[src/rtl/bram_arb_pkg.sv]
// Shared definitions for the dual-port BRAM arbiter: port count and the
// per-port response slot state encoding.
package bram_arb_pkg;

   localparam int NUM_PORTS = 2;

   typedef enum logic [1:0] {
      EMPTY = 2'd0,
      VALID = 2'd1,
      HELD  = 2'd2
   } rsp_state_t;

endpackage

[src/rtl/bram_arb_rsp.sv]
// Per-port response slot for the BRAM arbiter. Tracks one outstanding
// response, forwards BRAM read data in the cycle after the grant and parks
// it in a hold register when the requester is not ready, so later BRAM
// traffic from the other port cannot disturb it.
module bram_arb_rsp
   import bram_arb_pkg::*;
#(
   parameter int IO_DAT_WIDTH = 64
)
(
   input  logic                    clk,
   input  logic                    rst,
   input  logic                    gnt,
   input  logic                    is_read,
   input  logic                    rready,
   input  logic [IO_DAT_WIDTH-1:0] ram_rddata,
   output logic                    rvalid,
   output logic                    free,
   output logic [IO_DAT_WIDTH-1:0] rdata
);

   rsp_state_t              state;
   logic                    read_q;
   logic [IO_DAT_WIDTH-1:0] hold_q;
   logic [IO_DAT_WIDTH-1:0] live_data;

   // Write responses carry zero data; reads show the BRAM output directly
   assign live_data = read_q ? ram_rddata : '0;

   // The slot can take a new access if empty or if its response drains now
   assign free = (state == EMPTY) || (rvalid && rready);

   // Response data comes live from the BRAM in VALID and from the hold register in HELD
   always_comb begin
      rdata = '0;
      case (state)
         VALID:   rdata = live_data;
         HELD:    rdata = hold_q;
         default: rdata = '0;
      endcase
   end

   // Response FSM with registered rvalid; hold register loads on entry to HELD
   always_ff @(posedge clk) begin
      if (rst) begin
         state  <= EMPTY;
         rvalid <= 1'b0;
         read_q <= 1'b0;
         hold_q <= '0;
      end else begin
         if (gnt) begin
            read_q <= is_read;
         end
         case (state)
            EMPTY: begin
               if (gnt) begin
                  state  <= VALID;
                  rvalid <= 1'b1;
               end
            end
            VALID: begin
               if (!rready) begin
                  state  <= HELD;
                  rvalid <= 1'b1;
                  hold_q <= live_data;
               end else if (gnt) begin
                  state  <= VALID;
                  rvalid <= 1'b1;
               end else begin
                  state  <= EMPTY;
                  rvalid <= 1'b0;
               end
            end
            HELD: begin
               if (rready) begin
                  state  <= gnt ? VALID : EMPTY;
                  rvalid <= gnt;
               end
            end
            default: begin
               state  <= EMPTY;
               rvalid <= 1'b0;
            end
         endcase
      end
   end

endmodule

[src/rtl/bram_arbiter.sv]
// Two-port arbiter in front of a single-port BRAM with one-cycle read
// latency. At most one access is issued per cycle; each port owns a
// response slot so responses can be back-pressured independently.
// Optional macro BRAM_ARB_ROUND_ROBIN_EN: round-robin between the ports on
// conflict; when undefined port 0 has fixed priority.
// IO_DAT_WIDTH must be a power of two between 8 and 64.
module bram_arbiter
   import bram_arb_pkg::*;
#(
   parameter  int BRAM_SIZE    = 16,
   parameter  int IO_DAT_WIDTH = 64,
   localparam int BE_W         = IO_DAT_WIDTH / 8,
   localparam int ADDR_W       = BRAM_SIZE + $clog2(IO_DAT_WIDTH / 8)
)
(
   input  logic                    clk,
   input  logic                    rst,

   input  logic                    p0_req,
   output logic                    p0_gnt,
   input  logic [BE_W-1:0]         p0_we,
   input  logic [ADDR_W-1:0]       p0_addr,
   input  logic [IO_DAT_WIDTH-1:0] p0_wdata,
   output logic                    p0_rvalid,
   input  logic                    p0_rready,
   output logic [IO_DAT_WIDTH-1:0] p0_rdata,

   input  logic                    p1_req,
   output logic                    p1_gnt,
   input  logic [BE_W-1:0]         p1_we,
   input  logic [ADDR_W-1:0]       p1_addr,
   input  logic [IO_DAT_WIDTH-1:0] p1_wdata,
   output logic                    p1_rvalid,
   input  logic                    p1_rready,
   output logic [IO_DAT_WIDTH-1:0] p1_rdata,

   output logic                    ram_en,
   output logic [BE_W:0]           ram_we,
   output logic [ADDR_W-1:0]       ram_addr,
   output logic [IO_DAT_WIDTH-1:0] ram_wrdata,
   input  logic [IO_DAT_WIDTH-1:0] ram_rddata
);

   logic free0;
   logic free1;
   logic elig0;
   logic elig1;

   // No grants are issued while reset is asserted
   assign elig0 = p0_req && free0 && !rst;
   assign elig1 = p1_req && free1 && !rst;

`ifdef BRAM_ARB_ROUND_ROBIN_EN
   logic last_p1;

   // Remember which port won most recently; reset state lets port 0 win first
   always_ff @(posedge clk) begin
      if (rst) begin
         last_p1 <= 1'b1;
      end else if (p0_gnt || p1_gnt) begin
         last_p1 <= p1_gnt;
      end
   end

   // On conflict the port that did not win last time is granted
   always_comb begin
      p0_gnt = elig0 && (!elig1 || last_p1);
      p1_gnt = elig1 && (!elig0 || !last_p1);
   end
`else
   // Fixed priority: port 0 always wins a conflict
   always_comb begin
      p0_gnt = elig0;
      p1_gnt = elig1 && !elig0;
   end
`endif

   assign ram_en = p0_gnt || p1_gnt;

   // Steer the granted port onto the BRAM; idle bus is driven to zero
   always_comb begin
      ram_we     = '0;
      ram_addr   = '0;
      ram_wrdata = '0;
      if (p0_gnt) begin
         ram_we     = {1'b0, p0_we};
         ram_addr   = p0_addr;
         ram_wrdata = p0_wdata;
      end else if (p1_gnt) begin
         ram_we     = {1'b0, p1_we};
         ram_addr   = p1_addr;
         ram_wrdata = p1_wdata;
      end
   end

   bram_arb_rsp #(
      .IO_DAT_WIDTH (IO_DAT_WIDTH)
   ) u_rsp0 (
      .clk        (clk),
      .rst        (rst),
      .gnt        (p0_gnt),
      .is_read    (~|p0_we),
      .rready     (p0_rready),
      .ram_rddata (ram_rddata),
      .rvalid     (p0_rvalid),
      .free       (free0),
      .rdata      (p0_rdata)
   );

   bram_arb_rsp #(
      .IO_DAT_WIDTH (IO_DAT_WIDTH)
   ) u_rsp1 (
      .clk        (clk),
      .rst        (rst),
      .gnt        (p1_gnt),
      .is_read    (~|p1_we),
      .rready     (p1_rready),
      .ram_rddata (ram_rddata),
      .rvalid     (p1_rvalid),
      .free       (free1),
      .rdata      (p1_rdata)
   );

endmodule

[config.mk]
export PLATFORM = sky130hd
export DESIGN_NAME = bram_arbiter
export DESIGN_NICKNAME = d
export VERILOG_FILES = /design/src/rtl/bram_arb_pkg.sv /design/src/rtl/bram_arb_rsp.sv /design/src/rtl/bram_arbiter.sv
export SDC_FILE = /design/constraint.sdc
export NUM_CORES = 1
export LEC_CHECK = 0
export BUFFER_PORTS_ARGS = -buffer_cell sky130_fd_sc_hd__buf_4
export CELL_PAD_IN_SITES_DETAIL_PLACEMENT = 0
export CELL_PAD_IN_SITES_GLOBAL_PLACEMENT = 1
export CORE_AREA = 2 2 187 189
export DETAILED_ROUTE_END_ITERATION = 16
export DIE_AREA = 0 0 189 191
export PLACE_DENSITY = 0.76
export SYNTH_ARGS = -nofsm -noshare
export SYNTH_HDL_FRONTEND = slang
export SYNTH_SLANG_ARGS = --single-unit
[constraint.sdc]
create_clock -name clk -period 2.4 [get_ports clk]
set_clock_uncertainty 0.05 [all_clocks]
set_input_delay 0.24 -clock clk [delete_from_list [all_inputs] [get_ports clk]]
set_output_delay 0.24 -clock clk [all_outputs]
set_load 0.005 [all_outputs]
==> out/results.txt <==
status -> finished, final reports clean
top cell type's share of synthesized area -> 0.340
Mapped Cells -> 1057
post-route cell area -> 0.0128 mm^2
Layout Nets -> 1733
Highest Clock Rate -> 427 MHz
Die X -> 189 um
period utilization -> 0.976
hpwl dp -> 41900 um
register area share after synthesis -> 0.340
Worst EP arrival -> 2.05 ns
Skew-Pair Late Insertion Delay -> 0.42 ns
Slew Viols, Final -> 0
Post-Synthesis Cell Area -> 0.00801 mm^2
placed instance area -> 0.0120 mm^2
TritonCTS Buffers -> 17
max_cap viols -> 0
first-pass GRT wire length -> 74300 um
gpl congestion -> 0.939
Worst Setup Start Kind -> flop
I/O pin count -> 477
Port-buffer cells -> 475
TritonCTS clock tree -> built
Post-synth EDFFs -> 0
Detail Route Antenna Nets -> 0
global route overflow -> 0
largest cells by area after synthesis -> dfxtp_1, a22oi_1, nor2b_1
row count -> 68
syn avg cell area -> 7.57 um^2
CP cell instances -> inv_4, ha_4, a21oi_4, o211a_4, buf_4, a22o_1, buf_4
CP Capture Type -> primary output
Ys Warns -> 0
Worst-Margin Slew -> 0.860 ns
ys flop type -> dfxtp_1
Critical Path RT -> 2.11 ns
Placeable Area -> 0.0341 mm^2
WL final -> 54300 um
clock root cell -> clkbuf_16
clock-pin slew on the worst setup and hold paths -> 0.07 ns
FFs w/ async S/R, synth -> 0
WS Path Type -> reg2out
PwrDens -> 601 mW/mm^2
post-synth cell types -> 39
Slew headroom -> 0.426
die area -> 0.0361 mm^2
antenna violations before repair -> 3
Die Y -> 191 um
most used cell, CP -> buf_4
Sink Count -> 136
DRC errors left -> 0
Yosys reg bits -> 136
count leader, synth -> dfxtp_1
Period minus WS final -> 2.34 ns
Fin. Hold Viols -> 0
maximum vdd drop -> 0.000368 V
worst hold-check path type -> in2reg
Global Route Usage Sum -> 0.288
final setup violating endpoints -> 0
pin count of the biggest net entering global routing -> 69
Area Growth Syn to Fin -> 59.7%
# H-tree levels -> 4
max incr delay on CP -> 0.38 ns
setup total negative slack -> 0 ns
Initial Util -> 0.235
share of layout cells above drive strength 1 -> 0.391
via count -> 10194
syn nets -> 1317
top cells by count, synth -> dfxtp_1, nand2_1, a21oi_1, nor2b_1, nand3_1
Slowest-stage cell, CP -> dfxtp_4
Static Leak -> 0.00496 uW
DR pass1 iterations -> 5
vias in the first global route -> 9631
area leader, netlist -> dfxtp_1
vias per inst -> 5.25
Clock Tree Buf Depth -> 2
Initial DRC Count -> 784
average routed wire per standard cell -> 28.0 um
worst-path maximum fanout -> 6
-- power by group --
group	internal [uW]	switching, uW
Sequential	2290	40.9
Combinational	1240	1530
Clock	1450	1140
-- cells by family (layout without fill, tap and decap cells) --
logic type               after synthesis  count (layout)  share of synthesized area
AO/OA/AOI/OAI                        371             372                      0.322
AND/OR/NAND/NOR                      413             413                      0.261
buffers and inverters                128             556                     0.0639
flip-flops                           136             136                      0.340
other                                  1               2                   0.000468
adder cells (fa/ha/maj)                8               8                     0.0125
-- cells in the final DEF, fill, tap and decap left out, types with 2 or more instances in the layout --
master / instances
nor2b_1: 130
nand2_1: 133
dfxtp_2: 5
o211a_4: 2
clkinvlp_4: 2
a21o_2: 2
a22o_4: 3
ha_1: 2
buf_6: 4
ha_2: 4
clkbuf_16: 17
ha_4: 2
inv_1: 4
inv_2: 3
inv_6: 5
o211ai_1: 2
nand3_1: 130
nor4_1: 4
and2_2: 2
a22o_1: 89
clkinv_4: 4
a22oi_1: 128
buf_4: 503
nor3_1: 2
a21oi_1: 132
dfxtp_1: 130
o21ai_0: 5
buf_12: 8
-- through the flow --
| step | total power, uW | hold slack (ns) | util | worst slack [ns] | cells |
|---|---|---|---|---|---|
| 2_1_floorplan | 3540 | 0.357 | - | 0.523 | 1057 |
| 3_3_place_gp | 4990 | 0.388 | 0.352 | 0.136 | 1898 |
| 3_5_place_dp | 5000 | 0.393 | 0.352 | 0.0432 | 1898 |
| 4_1_cts | 7730 | 0.0412 | 0.375 | 0.00777 | 1942 |
| 5_1_grt | 7960 | 0.0518 | 0.375 | -0.000584 | 1942 |
| 6_report | 7690 | 0.0641 | 0.375 | 0.0582 | 1942 |
-- repair_timing --
item	in CTS	in global routing
gates resized for setup	14	10
hold buffers	1	0
endpoints found under the setup margin	92	56
pin swaps	3	2
setup buffers	9	0
endpoints found under the hold margin	3	0
gates cloned	2	0
-- metal layers --
metal	vias to the layer above	global-route usage	part of all wire
met3	34	0.0619	0.062
met2	411	0.494	0.49
met1	5090	0.371	0.43
li1	4657	-	-
met4	2	0.0562	0.013
met5	-	0	0.00015
-- flip-flops by register name (all words and copies together), names as in the netlist --
name / cells
u_rsp1.rvalid: 1
u_rsp1.state: 2
u_rsp1.read_q: 1
u_rsp0.read_q: 1
u_rsp0.state: 2
u_rsp0.rvalid: 1
u_rsp1.hold_q: 64
u_rsp0.hold_q: 64
-- final cells by class --
type,instances,area [um^2]
clock buffers,18,429
well taps,455,569
diodes,1,2.50
fillers,3620,21300
repair buffers,516,3990
flip-flops and latches,136,2730
inverters,8,32.5
multi-input cells,794,4890
clock inverters,14,140
-- worst paths after layout --
kind                                  start                             end  cells past startpoint  slack (ns)
max            u_rsp0.state[0]$_SDFFE_PP0P_                  ram_wrdata[23]                      7        0.06
min                          ram_rddata[60]  u_rsp1.hold_q[60]$_SDFFE_PP0P_                      3        0.06
max reg2reg    u_rsp0.state[0]$_SDFFE_PP0P_      u_rsp1.read_q$_SDFFE_PP0N_                      7        0.65
min reg2reg  u_rsp1.hold_q[23]$_SDFFE_PP0P_  u_rsp1.hold_q[23]$_SDFFE_PP0P_                      2        0.40
-- worst max-delay path: cells and delay by family, from the launching register on --
| family | cells | cell delay, ns |
|---|---|---|
| compound gates | 3 | 0.71 |
| flops | 1 | 0.38 |
| buf+inv | 3 | 0.37 |
| fa+ha+maj | 1 | 0.16 |
Power figures use the tool's default switching activity.
